File: config.mk
export PLATFORM = sky130hd
export DESIGN_NAME = dm_port_arbiter_flat
export DESIGN_NICKNAME = d
export VERILOG_FILES = /design/src/rtl/dm_port_arbiter_if.sv /design/src/rtl/dm_port_arbiter.sv /design/src/flat_wrapper.sv
export SDC_FILE = /design/constraint.sdc
export NUM_CORES = 1
export LEC_CHECK = 0
export BUFFER_PORTS_ARGS = -buffer_cell sky130_fd_sc_hd__buf_2
export CAP_MARGIN = 0
export CORE_MARGIN = 2
export CORE_UTILIZATION = 30
export CTS_CLUSTER_DIAMETER = 50
export DETAILED_ROUTE_END_ITERATION = 12
export PLACE_DENSITY = 0.73
export SLEW_MARGIN = 0
export SYNTH_ARGS = -nofsm -noshare
export SYNTH_HDL_FRONTEND = slang
export SYNTH_SLANG_ARGS = --single-unit
File: constraint.sdc
create_clock -name clk -period 1.4 [get_ports clk]
set_input_delay 0.14 -clock clk [delete_from_list [all_inputs] [get_ports clk]]
set_output_delay 0.14 -clock clk [all_outputs]
set_load 0.05 [all_outputs]
File: src/rtl/dm_port_arbiter_if.sv
// Handshake/bus bundle for dm_port_arbiter: two requester ports plus the
// memory-side port. The slave modport is the arbiter's view; the master
// modport is the requesters' and memory's view.
interface dm_port_arbiter_if #(
  parameter int ADDR_W = 8,
  parameter int DATA_W = 8
);
  logic              req0;
  logic              wr0;
  logic [ADDR_W-1:0] addr0;
  logic [DATA_W-1:0] wdata0;
  logic              ack0;
  logic [DATA_W-1:0] rdata0;

  logic              req1;
  logic              wr1;
  logic [ADDR_W-1:0] addr1;
  logic [DATA_W-1:0] wdata1;
  logic              ack1;
  logic [DATA_W-1:0] rdata1;

  logic [ADDR_W-1:0] mem_address;
  logic [DATA_W-1:0] mem_write_data;
  logic              mem_write;
  logic              mem_read;
  logic [DATA_W-1:0] mem_read_data;

  logic              busy;

  modport slave (
    input  req0, wr0, addr0, wdata0,
    input  req1, wr1, addr1, wdata1,
    input  mem_read_data,
    output ack0, rdata0, ack1, rdata1,
    output mem_address, mem_write_data, mem_write, mem_read,
    output busy
  );

  modport master (
    output req0, wr0, addr0, wdata0,
    output req1, wr1, addr1, wdata1,
    output mem_read_data,
    input  ack0, rdata0, ack1, rdata1,
    input  mem_address, mem_write_data, mem_write, mem_read,
    input  busy
  );
endinterface

File: src/rtl/dm_port_arbiter.sv
// Two-requester arbiter in front of a single data memory (sync write,
// combinational read). One access at a time: IDLE picks a winner, ACCESS
// drives the memory for one cycle, DONE pulses the winner's ack.
module dm_port_arbiter #(
  parameter int ADDR_W = 8,
  parameter int DATA_W = 8,
  parameter int RR     = 1
) (
  input logic              clk,
  input logic              rst,
  dm_port_arbiter_if.slave bus
);

  localparam logic RR_EN = (RR != 0);

  typedef enum logic [1:0] {IDLE, ACCESS, DONE} state_t;

  state_t state;
  logic   gnt;   // granted requester index
  logic   last;  // requester served most recently (round-robin pointer)
  logic   win;

  logic              wr_g;
  logic [ADDR_W-1:0] addr_g;
  logic [DATA_W-1:0] wdata_g;

  // Winner selection; only consumed in IDLE when at least one request is up.
  always_comb begin
    win = bus.req1;
    if (bus.req0 && bus.req1) win = RR_EN ? ~last : 1'b0;
  end

  // Mux of the granted requester's command.
  always_comb begin
    wr_g    = gnt ? bus.wr1    : bus.wr0;
    addr_g  = gnt ? bus.addr1  : bus.addr0;
    wdata_g = gnt ? bus.wdata1 : bus.wdata0;
  end

  // Memory port is only live in ACCESS; decoding from state makes reset
  // drop MemWrite at once, so an interrupted write never commits.
  always_comb begin
    bus.mem_address    = '0;
    bus.mem_write_data = '0;
    bus.mem_write      = 1'b0;
    bus.mem_read       = 1'b0;
    if (state == ACCESS) begin
      bus.mem_address    = addr_g;
      bus.mem_write_data = wdata_g;
      bus.mem_write      = wr_g;
      bus.mem_read       = ~wr_g;
    end
  end

  assign bus.busy = (state != IDLE);

  // Arbitration FSM with registered grant, acks and read-data returns.
  always_ff @(posedge clk or posedge rst) begin
    if (rst) begin
      state      <= IDLE;
      gnt        <= 1'b0;
      last       <= 1'b1;
      bus.ack0   <= 1'b0;
      bus.ack1   <= 1'b0;
      bus.rdata0 <= '0;
      bus.rdata1 <= '0;
    end else begin
      case (state)
        IDLE: begin
          if (bus.req0 || bus.req1) begin
            gnt   <= win;
            state <= ACCESS;
          end
        end
        ACCESS: begin
          last <= gnt;
          if (!wr_g) begin
            if (gnt) bus.rdata1 <= bus.mem_read_data;
            else     bus.rdata0 <= bus.mem_read_data;
          end
          bus.ack0 <= ~gnt;
          bus.ack1 <= gnt;
          state    <= DONE;
        end
        DONE: begin
          // No arbitration here: a request still high during its ack is
          // the same command and must not be served twice.
          bus.ack0 <= 1'b0;
          bus.ack1 <= 1'b0;
          state    <= IDLE;
        end
        default: state <= IDLE;
      endcase
    end
  end

endmodule

File: src/flat_wrapper.sv
// flat-port wrapper written by rule: the top's interface ports become plain ports
module dm_port_arbiter_flat 
#(
  parameter int ADDR_W = 8,
  parameter int DATA_W = 8,
  parameter int RR     = 1
)
  (clk, rst, bus_req0, bus_wr0, bus_addr0, bus_wdata0, bus_req1, bus_wr1, bus_addr1, bus_wdata1, bus_mem_read_data, bus_ack0, bus_rdata0, bus_ack1, bus_rdata1, bus_mem_address, bus_mem_write_data, bus_mem_write, bus_mem_read, bus_busy);
  dm_port_arbiter_if #(.ADDR_W(ADDR_W), .DATA_W(DATA_W)) bus_i ();
  input logic clk;
  input logic rst;
  input wire logic [$bits(bus_i.req0)-1:0] bus_req0;
  input wire logic [$bits(bus_i.wr0)-1:0] bus_wr0;
  input wire logic [$bits(bus_i.addr0)-1:0] bus_addr0;
  input wire logic [$bits(bus_i.wdata0)-1:0] bus_wdata0;
  input wire logic [$bits(bus_i.req1)-1:0] bus_req1;
  input wire logic [$bits(bus_i.wr1)-1:0] bus_wr1;
  input wire logic [$bits(bus_i.addr1)-1:0] bus_addr1;
  input wire logic [$bits(bus_i.wdata1)-1:0] bus_wdata1;
  input wire logic [$bits(bus_i.mem_read_data)-1:0] bus_mem_read_data;
  output wire logic [$bits(bus_i.ack0)-1:0] bus_ack0;
  output wire logic [$bits(bus_i.rdata0)-1:0] bus_rdata0;
  output wire logic [$bits(bus_i.ack1)-1:0] bus_ack1;
  output wire logic [$bits(bus_i.rdata1)-1:0] bus_rdata1;
  output wire logic [$bits(bus_i.mem_address)-1:0] bus_mem_address;
  output wire logic [$bits(bus_i.mem_write_data)-1:0] bus_mem_write_data;
  output wire logic [$bits(bus_i.mem_write)-1:0] bus_mem_write;
  output wire logic [$bits(bus_i.mem_read)-1:0] bus_mem_read;
  output wire logic [$bits(bus_i.busy)-1:0] bus_busy;
  assign bus_i.req0 = bus_req0;
  assign bus_i.wr0 = bus_wr0;
  assign bus_i.addr0 = bus_addr0;
  assign bus_i.wdata0 = bus_wdata0;
  assign bus_i.req1 = bus_req1;
  assign bus_i.wr1 = bus_wr1;
  assign bus_i.addr1 = bus_addr1;
  assign bus_i.wdata1 = bus_wdata1;
  assign bus_i.mem_read_data = bus_mem_read_data;
  assign bus_ack0 = bus_i.ack0;
  assign bus_rdata0 = bus_i.rdata0;
  assign bus_ack1 = bus_i.ack1;
  assign bus_rdata1 = bus_i.rdata1;
  assign bus_mem_address = bus_i.mem_address;
  assign bus_mem_write_data = bus_i.mem_write_data;
  assign bus_mem_write = bus_i.mem_write;
  assign bus_mem_read = bus_i.mem_read;
  assign bus_busy = bus_i.busy;
  dm_port_arbiter #(.ADDR_W(ADDR_W), .DATA_W(DATA_W), .RR(RR)) u_core (.clk(clk), .rst(rst), .bus(bus_i));
endmodule
# == Yosys cells after proc, flatten, opt, wreduce, memory -nomap -nowiden ==
# Index checks and enable logic that the tools add are counted.
# totals
ff_bits,22
input_bits,46
output_inout_bits,37
elab_cells,33
# classes
n_eq_ne,3
muxes,12
n_bitwise,3
n_reduce_logical,8
# ops
op,count
$mux W8,4
$reduce_and A3 Y1,2
$mux W1,4
$pmux W1 S2,2
$pmux W2 S2,1
$reduce_bool A2 Y1,2
$not A1 Y1,3
$eq A2 B1 Y1 const B,1
$eq A2 B2 Y1 const B,1
$logic_not A2 Y1,1
$mux W2,1
$ne A2 B1 Y1 const B,1
$reduce_and A2 Y1,1
$logic_and A1 B1 Y1,1
$logic_or A1 B1 Y1,1

# == Longest topological paths before layout ==
# Gate-level depths: netlist (run 1).
# depth
word_depth,3
mapped_depth,4
depth_no_buf,4

# == Worst setup path before layout (run 1) ==
# No wires, ideal clock.
# synth_path
kind,flip-flop to output port
start,reg u_core.state[1]
end,out bus_mem_address[3]
t_arrival_ns,1.652
setup_slack_ns,-0.392
stages_incl_launch_ff,5
n_path_buf,1
path_cell_list,dfrtp_1 inv_1 ha_1 clkbuf_1 nor2b_1
# synth_via
elab_chain_len,2
# synth_lines
item,line_no,source
start: declaration,dm_port_arbiter.sv:18,state_t state;
start signal: assignment,dm_port_arbiter.sv:60,state <= IDLE;
start signal: assignment,dm_port_arbiter.sv:72,state <= ACCESS;
start signal: assignment,dm_port_arbiter.sv:83,state <= DONE;
$eq A2 B1 Y1,dm_port_arbiter.sv:47,if (state == ACCESS) begin
$mux W8,dm_port_arbiter.sv:47,
end: declaration,flat_wrapper.sv:25,output wire logic [$bits(bus_i.mem_address)-1:0] bus_mem_address;
# No other way between the ends.

# == Final worst setup path (run 1) ==
# layout_path
start,reg u_core.state[0]
end,out bus_mem_write_data[7]
# layout_via
elab_chain_len,2
# layout_lines
item,line_no,source
$eq A2 B1 Y1,dm_port_arbiter.sv:47,
$mux W8,dm_port_arbiter.sv:47,
end: declaration,flat_wrapper.sv:26,output wire logic [$bits(bus_i.mem_write_data)-1:0] bus_mem_write_data;
# No other way between the ends.

==> results of run 1 <==
worst max-delay path: stages, from the launching register on:
cell and delay (ns):
sky130_fd_sc_hd__dfrtp_2 0.46, sky130_fd_sc_hd__ha_4 0.20, sky130_fd_sc_hd__buf_12 0.13, sky130_fd_sc_hd__nor2b_2 0.14, sky130_fd_sc_hd__buf_4 0.19
power by group:
group / internal (W) / switching, W / leakage (nW)
registers: 0.000976 / 0.000219 / 0.261
clock network: 0.000250 / 0.000198 / 0.0288
logic: 0.00188 / 0.00265 / 0.833
total: 0.00310 / 0.00306 / 1.12
timing repair:
action | 4_1_cts | 5_1_grt
hold buffers | 1 | 0
endpoints found under the setup margin | 37 | 36
hold endpoints to repair | 21 | 0
buffers inserted | 2 | 3
cloned | 0 | 2
resized for setup | 57 | 7
how the worst min path moves through the flow:
stage	cells after the start	endpoint	slack [ns]
floorplan	1	u_core.bus.ack0	0.13
global placement	3	u_core.bus.rdata0[3]	0.19
detailed placement	3	u_core.bus.rdata0[3]	0.19
CTS	2	u_core.bus.rdata0[0]	0.12
global route	2	u_core.bus.rdata1[5]	0.13
finish	2	u_core.bus.rdata0[0]	0.12
final cells by class:
cell class | instances | area (um2)
Sequential cell | 22 | 554
Timing Repair Buffer | 98 | 718
Clock buffer | 4 | 55.1
Fill cell | 318 | 1770
Multi-Input combinational cell | 69 | 757
Tap cell | 50 | 62.6
Inverter | 5 | 21.3
registers in the layout, indices dropped and copies added, names as in the netlist:
signal / flops
u_core.gnt: 1
u_core.state: 2
u_core.bus.rdata0: 8
u_core.last: 1
u_core.bus.ack0: 1
u_core.bus.ack1: 1
u_core.bus.rdata1: 8
kinds of logic after synthesis:
| family | share of synthesized area |
|---|---|
| buffers and inverters | 0.0359 |
| flip-flops | 0.452 |
| AO/OA/AOI/OAI | 0.0133 |
| adder cells (fa/ha/maj) | 0.0410 |
| multiplexers | 0.315 |
| AND/OR/NAND/NOR | 0.143 |
per-layer routing:
metal,GRT usage,wire length [um],vias to the layer above
met5,0,0,-
met2,0.273,2030,14
li1,-,-,538
met3,0.0200,68,8
met1,0.187,1520,562
met4,0.0550,62,0
Yosys cell counts (all sizes together):
cell type,count
clkbuf,1
nand3b,1
mux2,19
nor3b,2
a32o,1
o22ai,1
nand2,3
buf,3
mux2i,17
nor3,1
nor2,2
and2,1
inv,5
dfstp,1
nor2b,17
ha,4
dfrtp,21
stage by stage:
step | cells | util
after floorplan | 100 | -
after global placement | 236 | 0.459
after detailed placement | 236 | 0.459
after CTS | 243 | 0.528
after global routing | 248 | 0.550
final | 248 | 0.550
==> impl.org, run 1 <==
** Synthesis
- Number of unique standard cell types used by synthesis :: 19
- Of the post-synthesis cell area, the dominant cell type holds 0.431.
- Synth Warn # :: 0
- The cell count after synthesis came out at 100.
- Synthesized area :: 1220 um2
- When the netlist entered floorplanning its net count stood at 150.
- Cell type with the largest total area after synthesis :: sky130_fd_sc_hd__dfrtp_1
- In this run, synthesis produced a sequential element count of 22.
- Average cell area after synthesis :: 12.2 um2
- Top cells by area, synth :: sky130_fd_sc_hd__dfrtp_1 (43%), sky130_fd_sc_hd__mux2_2 (18%), sky130_fd_sc_hd__mux2i_1 (14%), sky130_fd_sc_hd__nor2b_1 (8.7%), sky130_fd_sc_hd__ha_1 (4.1%)
- Of the synthesized area, sequential elements account for 0.452.

** Power
- In this run the static leakage power is ~1.1 nW.
- Across the VDD grid, the largest voltage drop is between 0.0008 and 0.0009 V.
- Overall power consumption after layout is estimated at 0.00617 W.
- Power density over the cells :: 2840 nW/um2

** Global routing
- The first global-routing pass estimated 5330 um of wire.
- Maximum number of pins on one net before global-route repair :: 23
- The initial antenna violation count is 0.
- Grt total ovfl :: 0
- Via count of the first global-routing pass :: 1107
- For this run, the total global-route usage over all layers was measured as 0.153.

** Timing
- Setup violations remaining at the end of the flow were counted as 34.
- Max Freq :: 660 MHz
- Unrepaired setup endpoints after global routing :: true
- The number of slew-limit violations in the final report is 0.
- Relative slew slack :: 0.806
- The smallest clock period supported by the final layout is computed as 1.52 ns.
- Least-Margin Pin Slew :: 0.291 ns
- Of the available clock period, the critical path in the final layout requires 1.08.
- Hold_ws :: 0.125 ns
- Summed over all failing endpoints, the final setup total negative slack is -2.13 ns.
- Max Clock Skew :: 0.00455 ns
- The total count of hold-check failures in the final report was 0.
- Final worst setup slack :: -0.116 ns

** Status
- The checks that failed: setup timing.
- The run finished, with violations left.

** Drt
- Detailed Route Iter0 Violations :: 32
- The count of nets left with antenna violations once routing finished came out at 0.
- Wire length reported by the detailed router :: between 3000 and 4000 um
- Number of vias after detailed routing :: 1122
- Avg Vias per Cell :: 4.52
- WL/cell :: 14.8 um
- After detailed routing, the number of remaining DRC violations is 0.
- First drt pass iteration count :: 3

** Floorplanning
- Die span in y :: 67.8 um
- The floorplan step defined a die boundary enclosing approximately 4600 um2.
- After floorplanning, the core was divided into 23 placement rows.
- Initial standard-cell utilization of the core :: 0.309
- I/O pin count :: 83
- The floorplan step defined a core boundary enclosing around 4000 um2.
- Die Span X :: 67.8 um

** Cells and area
- The top cell types in the final layout, fill and taps aside, are sky130_fd_sc_hd__buf_2 (63), sky130_fd_sc_hd__buf_6 (20), sky130_fd_sc_hd__dfrtp_1 (19).
- The finished cells cover 2170 um2.
- Area growth from synthesis to final layout :: 77.7%
- At the end of the flow, the number of nets in the layout was 249.
- Of the cells placed in the final design, the portion with a size suffix greater than 1 is 0.763.
- 0 antenna diodes ended up in the layout.
- The library cell used most frequently in the layout, excluding fill and tap cells, is sky130_fd_sc_hd__buf_2.

** Critical path
- R2R cell count :: 5
- Data arrival, critical path :: 1.38 ns
- Startpoint class of the critical path :: register
- Maximum fanout along the worst path :: 9
- Worst R2R End :: u_core.bus.rdata0[7]
- In this run the worst setup path terminates at bus_mem_write_data[7].
- The worst register-to-register path begins at u_core.state[1].
- Data on the critical path is required at its endpoint by 1.26 ns.
- STA classifies the critical path endpoint as a primary output.
- Register-to-register setup slack :: -0.09 ns
- WS Path Type :: register to primary output
- The most critical setup path has its startpoint at u_core.state[0].

** Clocking
- Clock tree synthesis found a total of 22 sinks.
- TritonCTS built the clock tree.
- CTS placed an instance of sky130_fd_sc_hd__clkbuf_8 at the clock tree root.
- The clock reaches the later pin of the worst-skew pair after ~0.26 ns.
- Clock slew seen by the registers of the worst setup and hold paths :: about 0.08 ns
- H-tree levels :: 1
- Number of buffers inserted during clock tree synthesis :: 3
- Longest Clk Path Bufs :: 2

** Placed design
- Port buffering added 82 buffers.
- In this run the cell area measured after placement is around 1800 um2.
- Routability-driven placement finished with a final weighted congestion of about 0.76.
- DP Wirelength :: 2490 um
- Setup WS pre-CTS :: -0.172 ns

** Hold path
- Worst hold start :: bus_mem_read_data[0]
- The worst hold path belongs to the class primary input to register.

** Flow run
- Count of maximum capacitance violations :: 0
(Power assumes the default switching activity.)
==> run 2, diff against run 1 <==
- PLACE_DENSITY: 0.73 -> 0.71
- clock period: 1.4 -> 1.45 ns (I/O delays scaled with it)
==> impl.org, run 2 (synthesis gave the netlist of run 1 again) <==
** Status
- Outcome :: finished with violations
- The final reports fail on setup timing.

** Drt
- The total number of vias came to 1159 (+3.3%).
- Detailed Route Iter0 Violations :: 20 (-38%)
- Number of nets still failing antenna checks after routing :: 0 (unchanged)
- Number of remaining DRC errors :: 0 (unchanged)
- The overall routed net length was 3720 um (+1.1%).
- The wire length per cell is 14.8 um (-0.12%).
- The length of the first detailed-routing pass in iterations is 2 (-1).
- Avg Vias per Cell :: 4.62 (+2.1%)

** Placed design
- The instance count after placement with tap cells included is 238 (+0.85%).
- The number of buffers inserted by port buffering was 82 (unchanged).
- The final weighted congestion of routability-driven global placement is 0.680 (-10%).

** Critical path
- Required @ worst endpoint :: 1.31 ns (+0.05 ns)
- The delay contributed by the slowest stage of the critical path came to 0.44 ns (-0.02 ns).
- Data arrival, critical path :: 1.39 ns (about the same)
- The worst setup path is captured at a primary output.
- The buffering stage count on the worst path with inverters included is 2 (unchanged).
- Maximum fanout along the worst path :: 8 (-1)
- The signal on the critical path passes through buf_12, mux2i_4, nor2b_4, buf_6.
- Startpoint class of the critical path :: register
- The critical path is of the register to primary output type.
- Library cell contributing the largest single delay on the critical path :: sky130_fd_sc_hd__dfrtp_2
- Delay-heaviest family, CP :: flip-flops

** Floorplanning
- Site Rows :: 23 (unchanged)
- Die span in y :: 67.8 um (unchanged)
- Initial standard-cell utilization of the core :: 0.309 (unchanged)
- Die Span X :: 67.8 um (unchanged)
- Area of the core :: 3940 um2 (unchanged)
- The full die area came to 4590 um2 (unchanged).
- The top-level port count was 83 (unchanged).

** Cells and area
- Area growth from synthesis to final layout :: 99.7%
- Highest-count cells in the layout ignoring fill and taps :: sky130_fd_sc_hd__buf_2 (63), sky130_fd_sc_hd__buf_6 (19), sky130_fd_sc_hd__dfrtp_1 (19)
- The flip-flop and latch area came to 554 um2 (unchanged).
- Nets@finish :: 252 (+1.2%)
- Largest regs :: u_core.bus.rdata0: 8 flops, u_core.bus.rdata1: 8 flops, u_core.state: 2 flops
- The library cell used most frequently in the layout, excluding fill and tap cells, is sky130_fd_sc_hd__buf_2.
- The total of fill cells in the finished design came to 298 (-6.3%).
- The diode insertion count for antenna repair was 0 (unchanged).
- Footprint of the multi-input gates :: 983 um2 (+30%)
- The fraction of layout cells with a size suffix above 1 was 0.821 (+0.0583).
- The final non-filler cell total came to 251 (+1.2%).

** Timing
- Max Freq :: 651 MHz
- Final worst setup slack :: -0.0853 ns (+0.0306 ns)
- Post-route setup TNS :: -1.17 ns (+0.964 ns)
- Number of setup violations in the final report :: 20 (-41%)
- Final critical delay including setup and external delays :: 1.54 ns
- Part of the cycle the worst path needs :: 1.06
- Setup repair after global routing could not meet its margin everywhere.
- The number of slew-limit violations in the final report is 0 (unchanged).
- Max Clock Skew :: 0.00387 ns (-0.000680 ns)
- Least-Margin Pin Slew :: 0.356 ns (+0.0648 ns)
- Final count of hold timing violations :: 0 (unchanged)
- Relative slew slack :: 0.762 (-0.0435)

** Global routing
- The total global-route track usage was 0.141 (-0.0115).
- The maximum number of pins on one net before global-route repair was 17 (-26%).
- Antenna violations before repair :: 0 (unchanged)
- The number of global-route vias before repair is 1087 (-1.8%).
- First-pass GRT wire length :: 4840 um (-9.2%)
- Grt total ovfl :: 0 (unchanged)

** Hold path
- The tightest min-delay check is of the primary input to register type.

** Clocking
- The clock-pin slew on the worst setup and hold paths was 0.07 ns (about the same).
- The number of CTS-inserted buffers was 3 (unchanged).
- The clock latency on the worst-skew pair was 0.25 ns (about the same).
- TritonCTS built the clock tree.
- Clock sinks :: 22 (unchanged)
- H-tree levels :: 1 (unchanged)
- Clock tree synthesis selected as its root buffer the cell sky130_fd_sc_hd__clkbuf_8.
- The deepest clock path buffer count came to 2 (unchanged).

** Power
- Leakage dissipation :: 1.15 nW (+2.3%)
- Power density over the cells :: 2660 nW/um2 (-6.6%)
- Peak ir drop on the vdd network :: 0.00152 V (+73%)

** Flow run
- Count of maximum capacitance violations :: 0 (unchanged)
run 2: cell count changes in the layout (fill, tap and decap cells not counted), sizes merged:
cell,previous run,this run
buf,96,99
run 2: timing repair:
| item | in CTS | in global routing |
|---|---|---|
| buffers inserted | 2 | 3 |
| endpoints found under the hold margin | 8 | 0 |
| pin swaps | 2 | 2 |
| gates resized for setup | 61 | 44 |
| setup endpoints to repair | 29 | 36 |
| hold buffers | 1 | 0 |
| cloned | 2 | 1 |
run 2: routing by layer:
| layer | track usage | part of all wire | vias to the layer above |
|---|---|---|---|
| li1 | - | - | 548 |
| met1 | 0.153 | 0.36 | 535 |
| met2 | 0.266 | 0.49 | 70 |
| met3 | 0.0417 | 0.14 | 6 |
| met4 | 0.0375 | 0.015 | 0 |
| met5 | 0 | 0 | - |
run 2: metrics by stage:
step	instance area [um2]	hold slack [ns]	setup slack [ns]	util	total power, W
detailed placement	1860	0.132	-0.00505	0.471	0.00480
global route	2440	0.126	-0.134	0.618	0.00676
CTS	2150	0.128	-0.118	0.545	0.00582
floorplan	1320	0.133	-0.0728	-	0.00398
global placement	1860	0.130	0.0217	0.471	0.00477
finish	2440	0.133	-0.0853	0.618	0.00647
run 2: final timing paths:
| kind | cells past startpoint | end | from | slack, ns |
|---|---|---|---|---|
| hold reg to reg | 1 | u_core.bus.ack0 | u_core.bus.ack0 | 0.51 |
| setup reg to reg | 6 | u_core.state[1] | u_core.state[1] | -0.03 |
| hold / removal | 2 | u_core.bus.rdata1[2] | bus_mem_read_data[2] | 0.13 |
| min in group asynchronous | 3 | u_core.bus.rdata1[3] | rst | 0.39 |
| setup / recovery | 4 | bus_mem_address[6] | u_core.gnt | -0.09 |
| max in group asynchronous | 4 | u_core.state[0] | rst | 0.55 |
run 2: area by class of cell:
cell class | instances | share of cell area
Timing Repair Buffer | 101 | 0.316
Clock buffer | 4 | 0.0185
Tap cell | 50 | 0.0257
Inverter | 5 | 0.00873
Multi-Input combinational cell | 69 | 0.404
Sequential cell | 22 | 0.228
run 2: report_power, final:
group          internal [W]  switching (W)  total (W)  leakage (nW)
Clock              0.000195       0.000177   0.000372        0.0228
Combinational       0.00222        0.00273    0.00495         0.865
Sequential         0.000943       0.000206    0.00115         0.261
==> run 3, diff against run 2 <==
- CORE_MARGIN: 2 -> 1
- SETUP_SLACK_MARGIN: default -> 0.02
==> impl.org, run 3 (synthesis gave the netlist of run 1 again) <==
** Status
- The run finished, with violations left.
- Violated checks :: setup timing

** Placed design
- DP Wirelength :: about 2400 um
- The final weighted congestion of routability-driven global placement came to 0.745 (+9.5%).
- The post-place instance area is 1860 um2 (+0.13%).
- The number of buffers inserted by port buffering was 82 (unchanged).

** Clocking
- The CTS sink count came to 22 (unchanged).
- TritonCTS built the clock tree.
- The number of CTS-inserted buffers is 3 (unchanged).
- Insertion delay to the later sink of the worst-skew pair :: 0.26 ns (about the same)
- Clock slew seen by the registers of the worst setup and hold paths :: 0.08 ns (about the same)
- Longest Clk Path Bufs :: 2 (unchanged)
- H-tree levels :: 1 (unchanged)
- Root buf cell :: sky130_fd_sc_hd__clkbuf_8

** Critical path
- Data arrival, critical path :: 1.38 ns (about the same)
- Category of the worst setup path capture point :: primary output
- In this run the worst setup path begins at u_core.gnt.
- The cell count of the worst reg-to-reg path came to 5 (-1).
- The startpoint identified for the worst register-to-register timing path is u_core.state[1].
- Required @ worst endpoint :: 1.31 ns (about the same)
- The signal on the critical path passes through buf_12, mux2i_2, nor2b_4, buf_8.
- Library cell contributing the largest single delay on the critical path :: sky130_fd_sc_hd__dfrtp_2
- Crit path largest cell delay :: 0.43 ns (about the same)
- The worst register-to-register path ends at u_core.bus.rdata0[7].
- The flop-to-flop setup slack came to -0.04 ns (about the same).
- Maximum fanout along the worst path :: 14 (+6)
- STA classifies the critical path startpoint as a register.
- WS Path Type :: register to primary output

** Cells and area
- Final non-filler cell area :: 2220 um2 (-8.8%)
- The library cells used most frequently in the layout, excluding fill and tap cells, are sky130_fd_sc_hd__buf_2 (63), sky130_fd_sc_hd__dfrtp_1 (19), sky130_fd_sc_hd__buf_6 (18).
- Nets@finish :: 247 (-2.0%)
- Commonest non-fill, non-tap cell in the layout :: sky130_fd_sc_hd__buf_2
- The diode insertion count for antenna repair was 0 (unchanged).
- Area growth from synthesis to final layout :: 82.2%
- The flip-flop and latch area is 554 um2 (unchanged).
- Count of fill cells added during filler insertion :: 306 (+2.7%)
- Largest regs :: u_core.bus.rdata0: 8 flops, u_core.bus.rdata1: 8 flops, u_core.state: 2 flops
- Layout cells sized above 1 :: 0.791 (-0.0301)
- The combined area of the multi-input logic cells is 836 um2 (-15%).
- Share of the core filled with cells in the final layout :: 0.589 (-0.0286)

** Floorplanning
- Site Rows :: 22 (-4.3%)
- Floorplan die area :: 4330 um2 (-5.8%)
- The standard cell core area came to 3770 um2 (-4.3%).
- I/O pin count :: 83 (unchanged)
- Die span in y :: 65.8 um (-3.0%)
- The initial core utilization was 0.323 (+0.0141).
- Die Span X :: 65.8 um (-3.0%)

** Hold path
- Hold depth :: 2 (unchanged)
- Worst hold start :: bus_mem_read_data[5]
- The path with the worst hold slack has its endpoint at u_core.bus.rdata1[5].
- In this run the worst hold path is classified as primary input to register.

** Power
- The leakage dissipation was 1.09 nW (-4.7%).
- Power density over the cells :: 2680 nW/um2 (+0.96%)
- Peak ir drop on the vdd network :: 0.00134 V (-12%)

** Drt
- Avg Vias per Cell :: 4.45 (-3.5%)
- The total number of vias was 1087 (-6.2%).
- The wire length per cell came to 13.1 um (-12%).
- The overall routed net length is 3200 um (-14%).
- The post-detailed-route DRC marker count came to 0 (unchanged).
- The DRC marker count from the first detailed-route iteration is 21 (+5.0%).
- Number of nets still failing antenna checks after routing :: 0 (unchanged)
- First drt pass iteration count :: 4 (+2)

** Global routing
- The maximum number of pins on one net before global-route repair is 23 (+6).
- First-pass GRT wire length :: 5140 um (+6.1%)
- Antenna violations before repair :: 0 (unchanged)
- Grt total ovfl :: 0 (unchanged)
- The number of global-route vias before repair was 1143 (+5.2%).
- The total global-route track usage is 0.156 (+0.0148).

** Timing
- The worst slew slack as a fraction of its limit was 0.814 (+0.0519).
- Unrepaired setup endpoints after global routing :: true
- Max Clock Skew :: 0.00813 ns (+0.00426 ns)
- Post-route setup TNS :: -1.07 ns (+0.0926 ns)
- Final count of hold timing violations :: 0 (unchanged)
- The final setup slack of the worst path was -0.0728 ns (+0.0126 ns).
- The number of slew-limit violations in the final report was 0 (unchanged).
- Final critical delay including setup and external delays :: 1.52 ns (-0.0126 ns)
- Hold_ws :: 0.127 ns (-0.00609 ns)
- The highest achievable clock rate came to 657 MHz (+0.82%).
- The number of setup violations in the final report came to 23 (+15%).
- The pin slew with the least headroom to its limit was 0.279 ns (-0.0775 ns).
- Part of the cycle the worst path needs :: 1.05 (-0.00866)

** Flow run
- The max-cap violation count is 0 (unchanged).
run 3: cell types whose count changed in the layout (fill, tap and decap cells not counted), sizes merged:
cell	change
clkbuf	-1
buf	-4
run 3: repair_timing:
item	in CTS	in global routing
setup endpoints to repair	32	30
hold buffers	1	0
endpoints found under the hold margin	21	0
cloned	1	0
resized for setup	64	7
setup buffers	2	1
run 3: per-stage QoR:
stage | std cells | worst slack (ns) | total power [W]
2_1_floorplan | 100 | -0.0728 | 0.00398
3_3_place_gp | 235 | 0.0378 | 0.00479
3_5_place_dp | 235 | -0.00598 | 0.00482
4_1_cts | 243 | -0.0722 | 0.00590
5_1_grt | 244 | -0.124 | 0.00626
6_report | 244 | -0.0728 | 0.00596
run 3: final cells by class:
type,instances,share of cell area
multi-input combinational,69,0.376
timing repair buffer,96,0.318
sequential,22,0.249
tap,48,0.0270
clock buffer,4,0.0203
inverter,5,0.00957
run 3: worst max-delay path: cells and delay by family, from the launching register on:
family	cells	cell delay [ns]
DFF	1	0.43
buffers and inverters	2	0.34
and+or+nand+nor	1	0.06
muxes	1	0.28
run 3: routing by layer:
layer / up-vias / share of wire / global-route usage
met1: 527 / 0.42 / 0.193
met2: 21 / 0.54 / 0.276
met5: - / 0 / 0
met3: 4 / 0.035 / 0.0328
met4: 0 / 0.0072 / 0.0353
li1: 535 / - / -
run 3: power breakdown:
group | switching (W) | internal [W]
Combinational | 0.00257 | 0.00188
Sequential | 0.000191 | 0.000943
Clock | 0.000183 | 0.000196
run 3: how the worst max path moves through the flow:
stage                                  endpoint  slack, ns  cells after the start
after global routing      bus_mem_write_data[0]      -0.12                      4
after CTS                 bus_mem_write_data[0]      -0.07                      4
final                     bus_mem_write_data[0]      -0.07                      4
after floorplan              bus_mem_address[3]      -0.07                      4
after global placement     u_core.bus.rdata0[4]       0.04                      5
after detailed placement   u_core.bus.rdata0[7]     -0.006                      5
